===== src/rtl/sim_signature_bist.sv =====
// LFSR pattern driver and MISR response compactor for screening a combinational
// circuit under test against a golden signature.
module sim_signature_bist #(
  parameter int IN_W  = 14,
  parameter int OUT_W = 8,
  parameter int CNT_W = 16
) (
  input  logic             clk,
  input  logic             rst_n,
  input  logic             start,
  input  logic             abort,
  input  logic [15:0]      seed,
  input  logic [CNT_W-1:0] num_patterns,
  input  logic [15:0]      golden_sig,
  output logic [IN_W-1:0]  dut_in,
  input  logic [OUT_W-1:0] dut_out,
  output logic             busy,
  output logic             done,
  output logic             pass,
  output logic [15:0]      signature,
  output logic [CNT_W-1:0] patterns_applied
);

  typedef enum logic [1:0] {IDLE, APPLY, CAPTURE, FINISH} state_t;

  state_t           state, state_next;
  logic [15:0]      lfsr, lfsr_next, misr_next, out_ext, seed_eff, golden_q;
  logic [CNT_W-1:0] count, applied_next;
  logic             last;

  // LFSR and MISR share x^16+x^14+x^13+x^11+1 (taps 15,13,12,10).
  always_comb begin
    out_ext             = '0;
    out_ext[OUT_W-1:0]  = dut_out;
    seed_eff            = (seed == 16'h0000) ? 16'hACE1 : seed;
    lfsr_next           = {lfsr[14:0], lfsr[15] ^ lfsr[13] ^ lfsr[12] ^ lfsr[10]};
    misr_next           = {signature[14:0],
                           signature[15] ^ signature[13] ^ signature[12] ^ signature[10]} ^ out_ext;
    applied_next        = patterns_applied + CNT_W'(1);
    last                = (applied_next == count);
  end

  always_ff @(posedge clk or negedge rst_n) begin
    if (!rst_n) state <= IDLE;
    else        state <= state_next;
  end

  always_comb begin
    state_next = state;
    case (state)
      IDLE:    if (start) state_next = (num_patterns == '0) ? FINISH : APPLY;
      APPLY:   state_next = abort ? IDLE : CAPTURE;
      CAPTURE: begin
        if (abort)     state_next = IDLE;
        else if (last) state_next = FINISH;
        else           state_next = APPLY;
      end
      FINISH:  state_next = IDLE;
      default: state_next = IDLE;
    endcase
  end

  assign busy = (state != IDLE);
  assign done = (state == FINISH);

  always_ff @(posedge clk or negedge rst_n) begin
    if (!rst_n) begin
      dut_in           <= '0;
      signature        <= '0;
      patterns_applied <= '0;
      pass             <= 1'b0;
      lfsr             <= 16'h0001;
      count            <= '0;
      golden_q         <= '0;
    end else begin
      case (state)
        IDLE: begin
          if (start) begin
            lfsr             <= seed_eff;
            count            <= num_patterns;
            golden_q         <= golden_sig;
            signature        <= '0;
            patterns_applied <= '0;
            pass             <= 1'b0;
            dut_in           <= seed_eff[IN_W-1:0];
          end
        end
        APPLY: begin
          if (abort) pass <= 1'b0;
        end
        CAPTURE: begin
          if (abort) begin
            pass <= 1'b0;
          end else begin
            signature        <= misr_next;
            patterns_applied <= applied_next;
            lfsr             <= lfsr_next;
            // The last pattern leaves dut_in untouched; the run ends here.
            if (!last) dut_in <= lfsr_next[IN_W-1:0];
          end
        end
        FINISH: pass <= (signature == golden_q);
        default: ;
      endcase
    end
  end

endmodule

===== config.mk =====
export PLATFORM = sky130hd
export DESIGN_NAME = sim_signature_bist
export DESIGN_NICKNAME = d
export VERILOG_FILES = /design/src/rtl/sim_signature_bist.sv
export SDC_FILE = /design/constraint.sdc
export NUM_CORES = 1
export LEC_CHECK = 0
export CAP_MARGIN = 20
export CORE_ASPECT_RATIO = 0.6
export CORE_MARGIN = 3
export CORE_UTILIZATION = 23
export DETAILED_ROUTE_END_ITERATION = 8
export PLACE_DENSITY = 0.44
export SETUP_SLACK_MARGIN = 0.1
export SYNTH_ARGS = -nofsm -noshare
export SYNTH_HDL_FRONTEND = slang
export SYNTH_SLANG_ARGS = --single-unit
export TNS_END_PERCENT = 5

===== constraint.sdc =====
create_clock -name clk -period 3.2 [get_ports clk]
set_clock_uncertainty 0.05 [all_clocks]
set_input_delay 0.48 -clock clk [delete_from_list [all_inputs] [get_ports clk]]
set_output_delay 0.48 -clock clk [all_outputs]
set_load 0.1 [all_outputs]

======== Word level (Yosys, flattened, before mapping) ========
Index checks and enable logic that the tools add are counted.
word-level totals
  register bits after elaboration ......... 97
  input port bits ......................... 60
  logic and storage cells ................. 57
operators by class
  add/subtract/negate cells ............... 1
  eq/ne operators ......................... 9
  muxes and demuxes ....................... 22
  bitwise logic cells ..................... 7
  reduce and logical (&&, ||, !) cells .... 10
operator list
  cell                   count
  $mux 16                6
  $pmux 16 s2            3
  $mux 14                3
  $eq 16x16->1           2
  $logic_not 16->1       2
  $pmux 14 s2            1
  $add 16x1->16 const B  1
  $xor 16x8->16          1
  $mux 2                 5
  $pmux 2 s4             1
  $ne 2x2->1 const B     3
  $xor 1x1->1            6
  $eq 2x2->1 const B     2
  $reduce_and 2->1       2
  $reduce_and 4->1       1
  $reduce_bool 2->1      2
  $pmux 1 s3             1
  $reduce_and 3->1       1
  $eq 2x1->1 const B     1
  $logic_not 2->1        1
  $mux 1                 2
  $ne 2x1->1 const B     1
  $reduce_or 2->1        1

======== Logic depth before layout (Yosys ltp) ========
  depth after elaboration ................. 6
  gate-level depth with buffers ........... 11

======== Least setup slack after synthesis ========
Ideal clock, no wire load.
  path kind ............................... flip-flop to flip-flop
  from .................................... register patterns_applied[1]
  to ...................................... register dut_in[12]
  library setup time ...................... 128 ps
  arrival ................................. 3196 ps
  data required time ...................... 3022 ps
  slack ................................... -174 ps
  cell stages (with the launch flop) ...... 9
  cell sequence ........................... dfrtp_1 > ha_1 > xor3_2 > o32a_2 > a21oi_2 > nand4_2 > nor4_2 > nor2_2 > mux2_1
between the ends
  word-level cells in the longest chain between the ends .. 4
ends and longest elaborated chain
  element                     line  text
  start, declared             21    output logic [CNT_W-1:0] patterns_applied
  start signal, assigned      96    patterns_applied <= applied_next;
  $add 16x1->16               39    applied_next = patterns_applied + CNT_W'(1);
  $eq 16x16->1                40    last = (applied_next == count);
  $ne 2x2->1 (no line)        --
  $reduce_and 4->1 (no line)  --
  end signal, assigned        85    dut_in <= seed_eff[IN_W-1:0];
  end signal, assigned        99    if (!last) dut_in <= lfsr_next[IN_W-1:0];
  end, declared               15    output logic [IN_W-1:0] dut_in,
Every way passes these cells.
A chain may end at the register's enable or synchronous reset.

======== Worst setup path after layout ========
  from .................................... register patterns_applied[3]
  to ...................................... register dut_in[1]
The elaborated chain is that of the path after synthesis.

==> insert_results.sql <==
INSERT INTO impl_metrics (metric_group, metric, value, unit) VALUES
('outcome', 'status', 'finished, final reports clean', ''),
('placed_design', 'place_inst', '847', ''),
('layout', 'share_of_final_layout_standard_cells_stronger_than_drive_strength_1', '0.253', ''),
('yosys', 'seq_area_frac_synth', '0.478', ''),
('sta', 'setup_viol', '0', ''),
('route', 'postRouteAntennaNets', '0', ''),
('setup_path', 'worstPathArrival', '3090', 'ps'),
('route', 'drt_wl_total', '15800', 'um'),
('sta', 'slew_headroom', '0.584', ''),
('grt', 'wire_length_of_the_first_global_routing_pass', '25200', 'um'),
('route', 'route.vias.total', '4106', ''),
('setup_path', 'timing.critical_path.cells', 'nand4_2 -> nor4_1 -> mux2_2 -> nand4b_1 -> or4_4 -> nand2_2 -> o21ai_0', ''),
('setup_path', 'cp_max_fo', '11', ''),
('setup_path', 'cp.required', '3360', 'ps'),
('yosys', 'netlist_instances', '475', ''),
('floorplan', 'fp-row-count', '41', ''),
('hold_path', 'hold_class', 'primary input to asynchronous set/reset pin', ''),
('power', 'pwr-share-seq', '0.325', ''),
('clock_tree', 'clock_tree.buffer_depth', '2', ''),
('route', 'post_drt_via_cell_ratio', '4.75', ''),
('clock_tree', 'cts_num_sinks', '97', ''),
('sta', 'fmax', '342', 'MHz'),
('setup_path', 'critical_path_buf_inv_count', '0', ''),
('clock_tree', 'clock_edge_transition_at_the_registers_on_the_reported_setup_and_hold_paths', '70', 'ps'),
('clock_tree', 'setup_fix_buffers_added_after_clock_tree_synthesis', '0', ''),
('placed_design', 'dp.final_hpwl', '12200', 'um'),
('clock_tree', 'ctsHtreeMaxLevel', '3', ''),
('sta', 'fin_setup_tns', '0', 'ps'),
('route', 'dr.first_iter.drc_count', '316', ''),
('layout', 'filler_cell_count', '2209', ''),
('clock_tree', 'tritoncts.num_buffers', '9', ''),
('power', 'intPower', '3.41', 'mW'),
('floorplan', 'fp.coreArea', '21300', 'um2'),
('clock_tree', 'clk-insertion-delay-late', '350', 'ps'),
('grt', 'grt_pass1_vias', '4304', ''),
('grt', 'grt_remaining_overflow', '0', ''),
('sta', 'min_period', '2930', 'ps'),
('yosys', 'yosys_warnings', '0', ''),
('route', 'drt_pre_antenna_iters', '4', ''),
('layout', 'n_antenna_cell', '0', ''),
('setup_path', 'cp-end-kind', 'register', ''),
('power', 'leakagePower', '2.83', 'nW'),
('power', 'net-switching-power', '2.96', 'mW'),
('sta', 'final_critical_path_setup_slack', '274', 'ps'),
('setup_path', 'ff2ff_setup_slack', '270', 'ps'),
('floorplan', 'dieArea', '24000', 'um2'),
('yosys', 'synth_area', '5080', 'um2'),
('floorplan', 'floorplan.die.width', '198', 'um'),
('sta', 'worst_pin_slew', '623', 'ps'),
('sta', 'final-max-slew-violation-count', '0', ''),
('yosys', 'avg_cell_area_syn', '10.7', 'um2'),
('setup_path', 'crit-reg2reg-launch', 'patterns_applied[3]$_DFFE_PN0P_', ''),
('layout', 'num-nets-final', '645', ''),
('floorplan', 'effective_utilization_at_floorplan', '0.238', ''),
('setup_path', 'setup.worst_path.start_class', 'register', ''),
('yosys', 'syn-num-nets', '540', ''),
('clock_tree', 'clock_tree_from_tritoncts', 'done', ''),
('power', 'post-layout-total-power', '6.37', 'mW'),
('setup_path', 'cp_slowest_cell', 'sky130_fd_sc_hd__or4_4', ''),
('placed_design', 'count_of_buffers_inserted_at_the_top_level_ports', '108', ''),
('power', 'power_switching_share', '0.465', ''),
('clock_tree', 'postCtsResizedCells', '0', ''),
('power', 'pwr-share-clk', '0.178', ''),
('setup_path', 'worst_r2r_path_depth', '7', ''),
('grt', 'grt_antenna_before_repair', '1', ''),
('yosys', 'ys_seq_elements', '97', ''),
('sta', 'whs', '71.5', 'ps'),
('yosys', 'postSynth.asyncResetShare', '1.00', ''),
('layout', 'stdcell_count', '864', ''),
('sta', 'finalHoldViolations', '0', ''),
('setup_path', 'crit_path_max_incr_delay', '570', 'ps');
-- cells in the final DEF, fill, tap and decap left out, types with 5 or more instances in the layout --
cell | netlist | routed
sky130_fd_sc_hd__dfrtp_1 | 96 | 88
sky130_fd_sc_hd__buf_4 | 1 | 62
sky130_fd_sc_hd__clkdlybuf4s50_1 | 0 | 58
sky130_fd_sc_hd__nand2_1 | 49 | 49
sky130_fd_sc_hd__o21ai_0 | 41 | 40
sky130_fd_sc_hd__mux2_2 | 35 | 35
sky130_fd_sc_hd__xor2_1 | 28 | 28
sky130_fd_sc_hd__xnor2_1 | 20 | 20
sky130_fd_sc_hd__nor4_1 | 19 | 19
sky130_fd_sc_hd__a22o_1 | 17 | 17
sky130_fd_sc_hd__nand3_1 | 15 | 15
sky130_fd_sc_hd__inv_1 | 11 | 11
sky130_fd_sc_hd__nor2_1 | 11 | 11
sky130_fd_sc_hd__nand4_1 | 9 | 9
sky130_fd_sc_hd__o31ai_1 | 9 | 9
sky130_fd_sc_hd__clkbuf_16 | 0 | 9
sky130_fd_sc_hd__dfrtp_2 | 0 | 8
sky130_fd_sc_hd__a21o_1 | 7 | 7
sky130_fd_sc_hd__a21oi_1 | 6 | 6
sky130_fd_sc_hd__mux2i_1 | 5 | 5
sky130_fd_sc_hd__o221a_2 | 5 | 5
sky130_fd_sc_hd__ha_1 | 5 | 5
-- layer usage --
layer  part of all wire  GRT usage  up-vias
met5             0.0012          0        -
met1               0.51      0.204     2010
met3              0.080     0.0466       12
met4              0.010     0.0252        2
li1                   -          -     1943
met2               0.40      0.188      139
-- cells in the mapped netlist, drive strengths merged (5+ instances only) --
| library cell | count | area (um2) |
|---|---|---|
| o221a | 5 | 56.3 |
| o31ai | 9 | 67.6 |
| dfrtp | 96 | 2400 |
| inv | 11 | 41.3 |
| mux2 | 38 | 428 |
| nand3 | 17 | 103 |
| a21oi | 7 | 38.8 |
| clkbuf | 16 | 80.1 |
| xor2 | 28 | 245 |
| xnor2 | 20 | 175 |
| ha | 5 | 62.6 |
| nand2 | 50 | 190 |
| a21o | 7 | 52.6 |
| nand4 | 11 | 81.3 |
| mux2i | 5 | 50.1 |
| buf | 12 | 61.3 |
| nor2 | 12 | 47.6 |
| a22o | 18 | 159 |
| o21ai | 41 | 205 |
| nor4 | 20 | 131 |
-- area by class of cell --
type                            count  area, um2  area share
Clock buffer                       11        243      0.0362
Clock inverter                      5       61.3     0.00916
Inverter                           11       41.3     0.00617
Multi-Input combinational cell    339       2480       0.370
Sequential cell                    97       2440       0.364
Tap cell                          279        349      0.0521
Timing Repair Buffer              122       1090       0.162
-- through the flow --
stage | instance area (um2) | utilization
finish | 6700 | 0.314
global route | 6700 | 0.314
CTS | 6690 | 0.313
detailed placement | 6380 | 0.299
global placement | 6380 | 0.299
floorplan | 5090 | -
-- how the worst max path moves through the flow --
| stage | start | end | cells after the start | slack, ps |
|---|---|---|---|---|
| after floorplan | patterns_applied[6]$_DFFE_PN0P_ | dut_in[12]$_DFFE_PN0P_ | 7 | 100 |
| after global placement | patterns_applied[0]$_DFFE_PN0P_ | dut_in[12]$_DFFE_PN0P_ | 8 | 370 |
| after detailed placement | patterns_applied[3]$_DFFE_PN0P_ | dut_in[1]$_DFFE_PN0P_ | 7 | 310 |
| after CTS | patterns_applied[0]$_DFFE_PN0P_ | dut_in[1]$_DFFE_PN0P_ | 8 | 290 |
| after global routing | patterns_applied[0]$_DFFE_PN0P_ | dut_in[13]$_DFFE_PN0P_ | 8 | 130 |
| final | patterns_applied[3]$_DFFE_PN0P_ | dut_in[1]$_DFFE_PN0P_ | 7 | 270 |
-- power by group through the flow --
stage                     clock (mW)  combinational, mW  sequential [mW]
final                           1.13               3.17             2.07
after global routing            1.22               3.42             2.13
after floorplan                    0               1.52             2.83
after detailed placement           0               3.19             2.10
after CTS                       1.17               3.20             2.08
after global placement             0               3.14             2.09
-- sequential cells by signal, indices dropped and copies added (netlist names) --
name,count
signature,16
state,2
patterns_applied,16
golden_q,16
pass,1
lfsr,16
dut_in,14
count,16
-- cells by family (layout without fill, tap and decap cells) --
| kind of cell | after synthesis | after routing | synth area share |
|---|---|---|---|
| buf+inv | 39 | 149 | 0.0360 |
| mux | 43 | 43 | 0.0941 |
| fa+ha+maj | 5 | 5 | 0.0123 |
| xor+xnor | 49 | 49 | 0.0877 |
| compound gates | 107 | 107 | 0.146 |
| simple gates | 135 | 135 | 0.145 |
| flops | 97 | 97 | 0.478 |
Power figures use the tool's default switching activity.
